==> config.mk <==
export PLATFORM = sky130hd
export DESIGN_NAME = branch_predictor
export DESIGN_NICKNAME = d
export VERILOG_FILES = /design/src/rtl/branch_predictor.sv
export SDC_FILE = /design/constraint.sdc
export NUM_CORES = 1
export LEC_CHECK = 0
export CAP_MARGIN = 30
export CORE_ASPECT_RATIO = 2
export CORE_MARGIN = 3
export CORE_UTILIZATION = 55
export DETAILED_ROUTE_END_ITERATION = 10
export DONT_BUFFER_PORTS = 1
export PLACE_DENSITY_LB_ADDON = 0.08
export REMOVE_ABC_BUFFERS = 1
export SETUP_SLACK_MARGIN = 0.02
export SYNTH_ARGS = -nofsm -noshare
export SYNTH_HDL_FRONTEND = slang
export SYNTH_SLANG_ARGS = --single-unit
==> constraint.sdc <==
create_clock -name clk -period 5.17 [get_ports clk]
set_input_delay 1.034 -clock clk [delete_from_list [all_inputs] [get_ports clk]]
set_output_delay 1.034 -clock clk [all_outputs]
set_load 0.005 [all_outputs]
==> src/rtl/branch_predictor.sv <==
// Fetch-side branch predictor: direct-mapped 2-bit counters, fetch redirect for
// taken B-type branches and JAL, execute-stage mispredict check and statistics.
module branch_predictor #(
   parameter int unsigned ENTRIES = 64,
   parameter int unsigned IDX_W   = $clog2(ENTRIES)
) (
   input  logic        clk,
   input  logic        rst_n,
   input  logic        f_valid,
   input  logic [31:0] f_pc,
   input  logic [31:0] f_instr,
   output logic        f_redirect,
   output logic [31:0] f_target,
   input  logic        e_valid,
   input  logic [31:0] e_pc,
   input  logic [6:0]  e_opcode,
   input  logic        e_diverge,
   input  logic        e_pred_taken,
   input  logic [31:0] e_target,
   output logic        e_mispredict,
   output logic [31:0] e_correct_pc,
   input  logic        stat_clear,
   output logic [31:0] stat_branches,
   output logic [31:0] stat_mispredicts
);

   localparam int unsigned CNT_W = 2;
   localparam logic [6:0] OP_BRANCH = 7'b1100011;
   localparam logic [6:0] OP_JAL    = 7'b1101111;
   localparam logic [6:0] OP_JALR   = 7'b1100111;
   localparam logic [CNT_W-1:0] CNT_RESET = 2'b01;
   localparam logic [CNT_W-1:0] CNT_MAX   = 2'b11;
   localparam logic [CNT_W-1:0] CNT_MIN   = 2'b00;

   logic [CNT_W-1:0] cnt [ENTRIES];

   logic [IDX_W-1:0] f_idx;
   logic [IDX_W-1:0] e_idx;
   logic [31:0]      b_imm;
   logic [31:0]      j_imm;
   logic             e_is_branch;
   logic             e_update;

   assign f_idx       = f_pc[IDX_W+1:2];
   assign e_idx       = e_pc[IDX_W+1:2];
   assign b_imm       = {{20{f_instr[31]}}, f_instr[7], f_instr[30:25], f_instr[11:8], 1'b0};
   assign j_imm       = {{12{f_instr[31]}}, f_instr[19:12], f_instr[20], f_instr[30:21], 1'b0};
   assign e_is_branch = (e_opcode == OP_BRANCH);
   assign e_update    = e_valid & e_is_branch;

   // Fetch prediction: reads the table before this cycle's update lands.
   always_comb begin
      f_redirect = 1'b0;
      f_target   = f_pc + b_imm;
      unique case (f_instr[6:0])
         OP_BRANCH: f_redirect = f_valid & cnt[f_idx][1];
         OP_JAL: begin
            f_redirect = f_valid;
            f_target   = f_pc + j_imm;
         end
         default: f_redirect = 1'b0;
      endcase
   end

   // Execute check; JAL is always predicted correctly, JALR never predicted.
   always_comb begin
      e_mispredict = 1'b0;
      unique case (e_opcode)
         OP_BRANCH: e_mispredict = e_valid & (e_diverge != e_pred_taken);
         OP_JALR:   e_mispredict = e_valid & e_diverge;
         default:   e_mispredict = 1'b0;
      endcase
      e_correct_pc = e_diverge ? e_target : e_pc + 32'd4;
   end

   // Saturating counter update from resolved B-type branches only.
   always_ff @(posedge clk or negedge rst_n) begin
      if (!rst_n) begin
         for (int i = 0; i < ENTRIES; i++) begin
            cnt[i] <= CNT_RESET;
         end
      end else if (e_update) begin
         if (e_diverge) begin
            if (cnt[e_idx] != CNT_MAX) begin
               cnt[e_idx] <= CNT_W'(cnt[e_idx] + 2'd1);
            end
         end else begin
            if (cnt[e_idx] != CNT_MIN) begin
               cnt[e_idx] <= CNT_W'(cnt[e_idx] - 2'd1);
            end
         end
      end
   end

   // Saturating statistics; clear wins over a same-cycle increment.
   always_ff @(posedge clk or negedge rst_n) begin
      if (!rst_n) begin
         stat_branches    <= 32'd0;
         stat_mispredicts <= 32'd0;
      end else if (stat_clear) begin
         stat_branches    <= 32'd0;
         stat_mispredicts <= 32'd0;
      end else begin
         if (e_update && (stat_branches != 32'hFFFF_FFFF)) begin
            stat_branches <= stat_branches + 32'd1;
         end
         if (e_mispredict && (stat_mispredicts != 32'hFFFF_FFFF)) begin
            stat_mispredicts <= stat_mispredicts + 32'd1;
         end
      end
   end

endmodule
After elaboration in Yosys (flattened, before gate mapping)
Index checks and enable logic that the tools add are counted.

$add $sub $neg: 7. Order comparisons: 3. Equality and inequality tests: 9. Mux-type cells: 21. Bitwise operators: 6. Reduce and logical (&&, ||, !) cells: 8.

Operators by type and width (count): two-way mux 128 bit (3); bitwise mux 128 bit (2); two-way mux 32 bit (6); adder 32 x 1 -> 32 bit, second input constant (2); adder 32 bit (2); inequality test 32 bit, second input constant (2); adder 32 x 3 -> 32 bit, second input constant (1); equality test 7 bit, second input constant (4); binary-select mux 2 bit (select 6 bit) (2); greater-or-equal comparator 7 bit, second input constant (2); inverter 6 -> 7 bit (2); demux 2 bit (select 6 bit) (1); two-way mux 2 bit (5); nonzero test 2 bit (4); < comparator 7 x 1 -> 1 bit, second input constant (1); AND 1 bit (4); case mux 1 bit (2 select lines) (2); logical AND 1 bit (3); AND reduction 3 bit (1); adder 2 x 1 -> 2 bit, second input constant (1); inequality test 2 x 1 -> 1 bit, second input constant (1); inequality test 2 bit, second input constant (1); subtractor 2 x 1 -> 2 bit, second input constant (1); inequality test 1 bit (1).

Register bits after elaboration: 192. Input port bits: 142. Output and inout bits: 130. Word-level logic and storage cells: 120.

Longest topological paths before layout
Gate-level depths: netlist of run 1.

Depth after elaboration: 8. Gate-level depth with buffers: 18. Mapped depth without buffers: 14.

Worst setup path after synthesis of run 1
No wires, ideal clock.

Path kind: input -> output. Start: input port f_instr[6]. End: output port f_target[19]. Arrival: 3839 ps. Data required time: 4136 ps. Slack: 297 ps. Stages: 15. Path buffers: 1. Cells stage by stage: nor2b_1 > nand4_1 > nor2_1 > clkbuf_1 > mux2_2 > ha_1 > inv_1 > fa_1 > nand2b_1 > a21o_1 > a21oi_1 > o31ai_1 > o21a_1 > o21ai_0 > xor2_1.

Word-level cells in the longest chain between the ends: 2.

Ends and longest elaborated chain: start: declaration (line 11) `input logic [31:0] f_instr,`; equality test 7 bit (line 55) `unique case (f_instr[6:0])`; two-way mux 32 bit (line 55); end: declaration (line 13) `output logic [31:0] f_target,`.

Every way passes these cells.

Worst setup path in the final report of run 1
Start: input port f_instr[6]. End: output port f_target[28].

Same word-level chain as after synthesis.

==> qor.yml, run 1 <==
status: "complete, no violations"
irDropWorstVdd_uv: 200.8
cts_setup_buffers: 0
cts_sinks: 192
finalSetupTns_ns: 0
power_density_nw_per_um2: 249.2
rows: 78
cp_max_fo: 10
fin_crit_ns: 4.946
ios: 272
firstDrtPassIters: 6
timing.final.crit_share_pct: 95.67
grt_pass1_wl_um: 58930
cts_buffer_depth: 2
p_leak_uw: 0.005669
crit_buf_inv: 2
gr-total-overflow: 0
vias_per_cell: 6.426
vias: 10780
grt_use_total_pct: 29.46
crit_slowest_cell: "mux2_2"
drt-initial-drc-count: 720
crit_family: "simple AND/OR/NAND/NOR gates"
dp_hpwl_um: 28130
clock_latency_ns: 0.45
synth.area.top_cells: "dfrtp_1 25%, dfstp_2 13%, o21ai_0 6.4%"
synthesis.area_um2: 12860
layout_commonest_cell: "nand2_1"
htree_levels: 4
synth_top_area_share_pct: 24.91
crit_arrival_ns: 3.91
clkTransAtPathRegs_ns: 0.07
design.core.area_um2: 22840
syn-instance-count: 1413
syn_area_per_cell_um2: 9.099
dieArea_um2: 25360
yosysTopAreaCell: "dfrtp_1"
synth_edf_count: 0
regArea_um2: 4885
crit_type: "in -> out"
path_cells: "nor2b_1, nand4_1, nor2_1, buf_4, mux2_2, ha_1, a21oi_1, nand4b_1, a211oi_2, o311ai_1, buf_4, o21ai_1, nor4b_1, nor3_1"
drtAntennaViolNets: 0
port_buffers: 0
fmax_mhz: 202.2
routabilityCongestion: 1.020
grt_max_degree: 193
yosysSeqAreaShare_pct: 37.99
wire_per_inst_um: 22.45
fill_cells: 2057
cts_buffers: 17
cts_tree: "yes"
ys_types: 64
max_slew_margin_pct: 50.19
slew_viol_final: 0
finalHoldViolCount: 0
crit_required_ns: 4.14
finalNetCount: 1566
maxCapViolations: 0
drc: 0
diodes: 0
finClkSkew_ns: 0.01167
multiInputGateArea_um2: 7537
dieHeight_um: 222.2
synthFlopType: "dfrtp_1"
crit_path_end_kind: "output port"
slowest_delay_ns: 0.36
min_path_type: "in -> async"
cpMostUsedCell: "buf_4"
setup_violations: 0
areaGrowthSynthToFinish_pct: 7.347
synth-warning-count: 0
drive_gt1_share_pct: 17.53
cts-root-buf: "clkbuf_16"
start_kind: "input pin"
start_util_pct: 56.30
routed_wl_um: 37670
antenna_found_initial: 0
holdWs_ns: 0.2720
rsz0062_at_grt: "true"
grt_pass1_vias: 11050
ys_ff_latch: 192
die_x_um: 114.1
synthArstFlopShare_pct: 100.0
worst_slew_pin_slew_ns: 0.7456
hold_buffers: 0
total_power_uw: 3440
final_cell_mix: "176 x nand2_1, 163 x o21ai_0, 128 x dfrtp_1, 122 x nor2_1, 64 x dfstp_2"
-- synthesized netlist by cell type (all sizes together), types with 37 or more instances --
library cell	count
nand3	43
nand4	37
dfrtp	128
mux2	61
dfstp	64
o21ai	165
xor2	54
a21oi	56
nor2	122
nand2	176
xnor2	47
clkbuf	67
ha	38
-- cell families (layout without fill, tap and decap cells) --
logic type,count (synthesis),in the layout,synth area share [%]
buffers and inverters,112,97,3.571
and+or+nand+nor,502,502,18.73
muxes,113,113,12.31
AOI/OAI and AO/OA,354,354,16.66
adders and majority gates,39,39,3.854
DFF,192,192,37.99
xor gates and xnor gates,101,101,6.880
-- worst register-to-register path, cell delays in order (launching register included) --
cell and delay [ns]:
dfstp_2 0.54, mux2i_1 0.09, a221oi_2 0.29, o22ai_1 0.13, a221o_1 0.46, nor3_4 0.35, inv_2 0.07, ha_1 0.20
mux2i_1 0.15, and2_1 0.38, and3_1 0.61, nand2_1 0.22, mux2_2 0.31
-- cell type report --
class	instances	area share, %
Clock inverter	13	1.423
Clock buffer	19	3.282
Sequential cell	192	35.39
Multi-Input combinational cell	1109	54.61
Inverter	28	0.7615
Tap cell	280	2.538
Timing Repair Buffer	37	1.994
-- worst paths after layout --
check                           start                   to  slack (ns)  cells past startpoint
max                        f_instr[6]         f_target[28]        0.22                     14
min                             rst_n  stat_mispredicts[4]        0.27                      0
max reg2reg                  register               cnt[3]        1.26                     12
min reg2reg                  register             register        0.48                      2
max in group asynchronous       rst_n            async pin        4.54                      0
min in group clk             register             register        0.48                      2
-- repair_timing --
action,in CTS,in global routing
pin swaps,0,0
gates resized for setup,1,6
setup endpoints to repair,1,8
-- per-stage QoR --
stage               setup WS (ns)  instance area (um2)  util, %  std cells
floorplan                  0.1871                12500        -       1329
global placement          0.01508                13120    57.47       1644
detailed placement      -0.001560                13130    57.50       1645
CTS                       0.01029                13790    60.37       1677
global route             0.008399                13800    60.44       1678
finish                     0.2236                13800    60.44       1678
-- power by group --
group | switching, uW | internal (uW) | leakage, uW
combinational | 292 | 183 | 0.00290
clock | 608 | 847 | 0.000317
sequential | 1.70 | 1510 | 0.00245
-- layer usage --
layer | GRT usage [%] | routed length, um | vias to the layer above
met3 | 5.696 | 2328 | 120
met4 | 14.84 | 2072 | 0
met1 | 30.24 | 12750 | 5199
li1 | - | - | 5036
met5 | 0 | 0 | -
met2 | 55.13 | 20520 | 427
Power figures use the tool's default switching activity.
==> run 2, diff against run 1 <==
--- a/config.mk
+++ b/config.mk
@@ -7,7 +7,6 @@
 export LEC_CHECK = 0
 export CAP_MARGIN = 30
 export CORE_ASPECT_RATIO = 2
-export CORE_MARGIN = 3
 export CORE_UTILIZATION = 55
 export DETAILED_ROUTE_END_ITERATION = 10
 export DONT_BUFFER_PORTS = 1
@@ -17,3 +16,4 @@
 export SYNTH_ARGS = -nofsm -noshare
 export SYNTH_HDL_FRONTEND = slang
 export SYNTH_SLANG_ARGS = --single-unit
+export TNS_END_PERCENT = 30
==> run 2 against run 1 <==
Core utilization is 0.25 points higher. Clock power grew 8%. Clock skew fell by 0.0037 ns. Combinational power increased by 2%. Critical path type unchanged. Highest routed layer unchanged. Die area is 5.2% lower. Total power rose by 3.9%. Routed wire length is 0.71% higher.
==> qor.yml, run 2 (synthesis results as in run 1) <==
vias: 10940  # was 10.78k
crit_path_end_kind: "output port"  # unchanged
drc: 0  # unchanged
top_layer: "met4"  # unchanged
finClkSkew_ns: 0.008009  # was 0.01167 ns
rsz0062_at_grt: "true"  # unchanged
diodes: 0  # unchanged
grt_pass1_vias: 11140  # was 11.05k
routed_wl_um: 37930  # was 37670 um
dieArea_um2: 24030  # was 25360 um2
fin_crit_ns: 4.932  # was 4.946 ns
finalNetCount: 1561  # was 1566
final_cell_mix: "176 x nand2_1, 164 x o21ai_0, 128 x dfrtp_1, 121 x nor2_1, 64 x dfstp_2"  # was 176 x nand2_1, 163 x o21ai_0, 128 x dfrtp_1, 122 x nor2_1, 64 x dfstp_2
clock_latency_ns: 0.45  # about the same
finalWorstSetupSlack_ns: 0.2378  # was 0.2236 ns
power_frac_seq_pct: 42.2  # was 43.9%
setup_violations: 0  # unchanged
p_sw_share_pct: 25.16  # was 26.24%
timing.rr.end: "cnt[57]"  # was cnt[3]
cts_buffers: 17  # unchanged
ios: 272  # unchanged
hold_buffers: 0  # unchanged
port_buffers: 0  # unchanged
p_clk_share_pct: 44.2  # was 42.3%
drtAntennaViolNets: 0  # unchanged
pwr-share-comb_pct: 13.5  # was 13.8%
dieHeight_um: 218.2  # was 222.2 um
status: "complete, no violations"  # unchanged
power_density_nw_per_um2: 257.8  # was 249.2 nW/um2
slew_viol_final: 0  # unchanged
final_cell_area_um2: 13860  # was 13800 um2
wl_met3_um: 2519  # was 2328 um
finalHoldViolCount: 0  # unchanged
grt_use_total_pct: 32.35  # was 29.46%
firstDrtPassIters: 5  # was 6
drive_gt1_share_pct: 17.52  # was 17.53%
rows: 78  # unchanged
start_util_pct: 56.30  # unchanged
gr-total-overflow: 0  # unchanged
routabilityCongestion: 0.9185  # was 1.020
vias_per_cell: 6.536  # was 6.426
cts-root-buf: "clkbuf_16"  # unchanged
min_path_type: "in -> async"  # unchanged
worst_slew_pin_slew_ns: 0.8673  # was 0.7456 ns
p_leak_uw: 0.005674  # was 0.005669 uW
wl_met2_um: 20060  # was 20520 um
post-place-ws_ns: -0.1586  # was -0.001560 ns
grt_max_degree: 193  # unchanged
cts_tree: "yes"  # unchanged
crit_type: "in -> out"  # unchanged
die_x_um: 110.1  # was 114.1 um
start_kind: "input pin"  # unchanged
timing.final.crit_share_pct: 95.40  # was 95.67%
fmax_mhz: 202.8  # was 202.2 MHz
cp_max_fo: 10  # unchanged
layout_commonest_cell: "nand2_1"  # unchanged
clkTransAtPathRegs_ns: 0.07  # about the same
crit_required_ns: 4.14  # about the same
design.core.area_um2: 22840  # unchanged
irDropWorstVdd_uv: 234.9  # was 200.8 uV
post_dp_cell_area_um2: 13090  # was 13130 um2
wl_met1_um: 12870  # was 12750 um
critPathCapture: "f_target[24]"  # was f_target[28]
drt-initial-drc-count: 741  # was 720
cts_buffer_depth: 2  # unchanged
switchingPower_uw: 898.8  # was 902.4 uW
cts_sinks: 192  # unchanged
crit_start: "f_instr[6]"  # unchanged
crit_arrival_ns: 3.90  # was 3.91 ns
wire_per_inst_um: 22.67  # was 22.45 um
grt_pass1_wl_um: 58060  # was 58930 um
areaGrowthSynthToFinish_pct: 7.785  # was 7.347%
r2r_cells: 13  # was 12
dp_hpwl_um: 27880  # was 28130 um
maxCapViolations: 0  # unchanged
regToRegSetupSlack_ns: 1.07  # was 1.26 ns
htree_levels: 4  # unchanged
p_int_uw: 2674  # was 2537 uW
max_slew_margin_pct: 42.06  # was 50.19%
antenna_found_initial: 0  # unchanged
-- run 2: area by class of cell --
| type | instances | area [um2] |
|---|---|---|
| clock inverter | 12 | 251.5 |
| timing repair buffer | 32 | 240.2 |
| multi-input combinational | 1109 | 7570 |
| inverter | 28 | 105.1 |
| fill | 2042 | 8979 |
| sequential | 192 | 4885 |
| tap | 280 | 350.3 |
| clock buffer | 20 | 456.7 |
-- run 2: per-layer routing --
| metal | vias to the layer above | track usage (%) |
|---|---|---|
| met5 | - | 0 |
| met4 | 0 | 22.06 |
| met3 | 152 | 7.009 |
| met2 | 469 | 58.13 |
| met1 | 5275 | 32.18 |
| li1 | 5039 | - |
-- run 2: repair_timing --
item	CTS	global route
endpoints found under the setup margin	5	14
resized for setup	2	12
buffers inserted	0	1
pin swaps	0	5
-- run 2: power groups by stage --
stage          registers [uW]  logic [uW]  clock network [uW]
2_1_floorplan            1540         324                   0
3_3_place_gp             1540         461                   0
3_5_place_dp             1540         465                   0
4_1_cts                  1510         468                1610
5_1_grt                  1510         527                1650
6_report                 1510         484                1580
-- run 2: worst min path at each step --
stage	cells after the start	to	slack (ns)
6_report	0	stat_branches[27]	0.27
5_1_grt	0	stat_branches[27]	0.26
4_1_cts	0	stat_branches[27]	0.26
3_5_place_dp	2	register	0.47
3_3_place_gp	2	register	0.47
2_1_floorplan	2	register	0.46
-- run 2: critical path, stage by stage --
cell      delay (ns)
nor2b_1         0.12
nand4_1         0.14
nor2_2          0.14
buf_6           0.17
mux2_2          0.36
ha_1            0.27
a21oi_1         0.07
nand4b_1        0.27
a211oi_2        0.38
o311ai_1        0.17
buf_4           0.18
o21ai_2         0.25
a21oi_1         0.13
xnor2_1         0.21
-- run 2: metrics by stage --
stage	total power (uW)	utilization [%]	TNS, ns	hold WS [ns]	std cells
final	3573	60.68	0	0.2732	1673
after detailed placement	2001	57.32	-0.3665	0.4711	1640
after global routing	3682	60.68	-0.01906	0.2612	1673
after global placement	1997	57.30	-0.1845	0.4665	1639
after floorplan	1860	-	0	0.4556	1329
after CTS	3582	60.44	0	0.2572	1672
==> run 3, diff against run 2 <==
--- a/config.mk
+++ b/config.mk
@@ -7,6 +7,7 @@
 export LEC_CHECK = 0
 export CAP_MARGIN = 30
 export CORE_ASPECT_RATIO = 2
+export CORE_MARGIN = 8
 export CORE_UTILIZATION = 55
 export DETAILED_ROUTE_END_ITERATION = 10
 export DONT_BUFFER_PORTS = 1
==> run 3 against run 2 <==
Die area grew 20%. Largest cell class unchanged. Combinational power about the same. Clock power is 12% lower. First-iteration DRC count fell by 22%. Highest routed layer unchanged.
==> qor.yml, run 3 (synthesis results as in run 1) <==
drc: 0  # unchanged
hold_buffers: 0  # unchanged
path_cells: "nor2b_1, nand4_1, nor2_1, buf_6, buf_4, nor2b_4, a21o_1, ha_1, a21o_1, a21o_1, a221oi_1, o21a_1, o21ai_1, buf_4, nor4b_1, nor3_1, buf_4"  # was nor2b_1, nand4_1, nor2_2, buf_6, mux2_2, ha_1, a21oi_1, nand4b_1, a211oi_2, o311ai_1, buf_4, o21ai_2, a21oi_1, xnor2_1
crit_arrival_ns: 3.91  # was 3.90 ns
timing.final.crit_share_pct: 95.66  # was 95.40%
routed_wl_um: 39540  # was 37930 um
drtAntennaViolNets: 0  # unchanged
die_x_um: 124.1  # was 110.1 um
cts_buffers: 17  # unchanged
clkTransAtPathRegs_ns: 0.08  # was 0.07 ns
post_dp_cell_area_um2: 13110  # was 13090 um2
finalHoldViolCount: 0  # unchanged
total_power_uw: 3381  # was 3573 uW
antenna_found_initial: 0  # unchanged
crit_required_ns: 4.14  # about the same
final_cell_area_um2: 13790  # was 13860 um2
slew_viol_final: 0  # unchanged
areaGrowthSynthToFinish_pct: 7.240  # was 7.785%
regToRegSetupSlack_ns: 1.13  # was 1.07 ns
worst_slew_pin_slew_ns: 1.097  # was 0.8673 ns
critPathCapture: "f_target[28]"  # was f_target[24]
min_path_type: "in -> async"  # unchanged
dieArea_um2: 28820  # was 24030 um2
routabilityCongestion: 0.9324  # was 0.9185
design.core.area_um2: 23130  # was 22840 um2
dieHeight_um: 232.2  # was 218.2 um
drt-initial-drc-count: 577  # was 741
rows: 79  # was 78
maxCapViolations: 0  # unchanged
power_density_nw_per_um2: 245.2  # was 257.8 nW/um2
holdWs_ns: 0.2654  # was 0.2732 ns
cp_max_fo: 8  # was 10
crit_path_end_kind: "output port"  # unchanged
slowest_delay_ns: 0.38  # about the same
cts-root-buf: "clkbuf_16"  # unchanged
cp.depth: 17  # was 14
vias_per_cell: 6.460  # was 6.536
fmax_mhz: 202.2  # was 202.8 MHz
switchingPower_uw: 950.3  # was 898.8 uW
gr-total-overflow: 0  # unchanged
fin_crit_ns: 4.946  # was 4.932 ns
drive_gt1_share_pct: 17.51  # was 17.52%
finalSetupTns_ns: 0  # unchanged
status: "complete, no violations"  # unchanged
p_leak_uw: 0.005662  # was 0.005674 uW
cts_tree: "yes"  # unchanged
timing.rr.end: "cnt[57]"  # unchanged
grt_use_total_pct: 27.30  # was 32.35%
power_frac_seq_pct: 44.6  # was 42.2%
rsz0062_at_grt: "false"  # was true
pwr-share-comb_pct: 14.3  # was 13.5%
layout_commonest_cell: "nand2_1"  # unchanged
diodes: 0  # unchanged
crit_type: "in -> out"  # unchanged
p_clk_share_pct: 41.0  # was 44.2%
crit_slowest_cell: "a221oi_1"  # was a211oi_2
wire_per_inst_um: 23.51  # was 22.67 um
vias: 10870  # was 10.94k
start_util_pct: 55.59  # was 56.30%
setup_violations: 0  # unchanged
port_buffers: 0  # unchanged
max_slew_margin_pct: 26.22  # was 42.06%
final_cell_mix: "176 x nand2_1, 164 x o21ai_0, 128 x dfrtp_1, 122 x nor2_1, 64 x dfstp_2"  # was 176 x nand2_1, 164 x o21ai_0, 128 x dfrtp_1, 121 x nor2_1, 64 x dfstp_2
crit_family: "compound AO/OA/AOI/OAI gates"  # unchanged
firstDrtPassIters: 5  # unchanged
finalNetCount: 1567  # was 1561
ios: 272  # unchanged
crit_buf_inv: 4  # was 2
r2r_cells: 12  # was 13
grt_pass1_vias: 11230  # was 11.14k
cts_buffer_depth: 2  # unchanged
p_int_uw: 2431  # was 2674 uW
crit_start: "f_instr[6]"  # unchanged
irDropWorstVdd_uv: 233.4  # was 234.9 uV
grt_max_degree: 193  # unchanged
start_kind: "input pin"  # unchanged
instances_no_fill: 1682  # was 1673
finClkSkew_ns: 0.01070  # was 0.008009 ns
p_sw_share_pct: 28.11  # was 25.16%
place_inst: 1645  # was 1640
grt_pass1_wl_um: 60240  # was 58060 um
htree_levels: 4  # unchanged
cts_sinks: 192  # unchanged
dp_hpwl_um: 29460  # was 27880 um
clock_latency_ns: 0.45  # about the same
## run 3: changes by cell type in the layout (fill, tap and decap cells not counted), sizes merged
cell and change:
clkinvlp -1, clkinv +3, bufinv -5, clkbuf -3, buf +6, inv +6
## run 3: through the flow
step	setup WS [ns]	util, %
floorplan	0.1871	-
global placement	-0.009940	56.66
detailed placement	-0.05492	56.69
CTS	0.04646	59.36
global route	0.01432	59.61
finish	0.2245	59.61
## run 3: timing repair
action                     CTS  global route
gates resized for setup      1             6
setup endpoints to repair    2             5
buffers inserted             0             5
## run 3: how the worst min path moves through the flow
| stage | from | to | slack (ns) | cells past startpoint |
|---|---|---|---|---|
| after detailed placement | register | register | 0.47 | 2 |
| final | rst_n | stat_branches[25] | 0.27 | 0 |
| after global routing | rst_n | stat_branches[25] | 0.24 | 0 |
| after global placement | register | register | 0.47 | 2 |
| after CTS | rst_n | stat_branches[25] | 0.25 | 0 |
| after floorplan | register | register | 0.46 | 2 |
## run 3: area by class of cell
| type | instances | area, um2 |
|---|---|---|
| sequential | 192 | 4885 |
| inverter | 28 | 105.1 |
| tap | 283 | 354.1 |
| clock inverter | 15 | 192.7 |
| multi-input combinational | 1109 | 7537 |
| fill | 2048 | 9341 |
| timing repair buffer | 38 | 289.0 |
| clock buffer | 17 | 425.4 |
## run 3: power groups by stage
stage	registers, uW	logic (uW)	clock network [uW]
2_1_floorplan	1540	324	0
3_3_place_gp	1540	472	0
3_5_place_dp	1540	478	0
4_1_cts	1510	480	1410
5_1_grt	1510	525	1460
6_report	1510	485	1390
## run 3: layer usage
layer	GRT usage (%)	up-vias	part of all wire, %
li1	-	5049	-
met1	26.51	5307	33
met2	50.14	385	55
met3	6.868	124	6.7
met4	15.34	0	5.2
met5	0	-	0
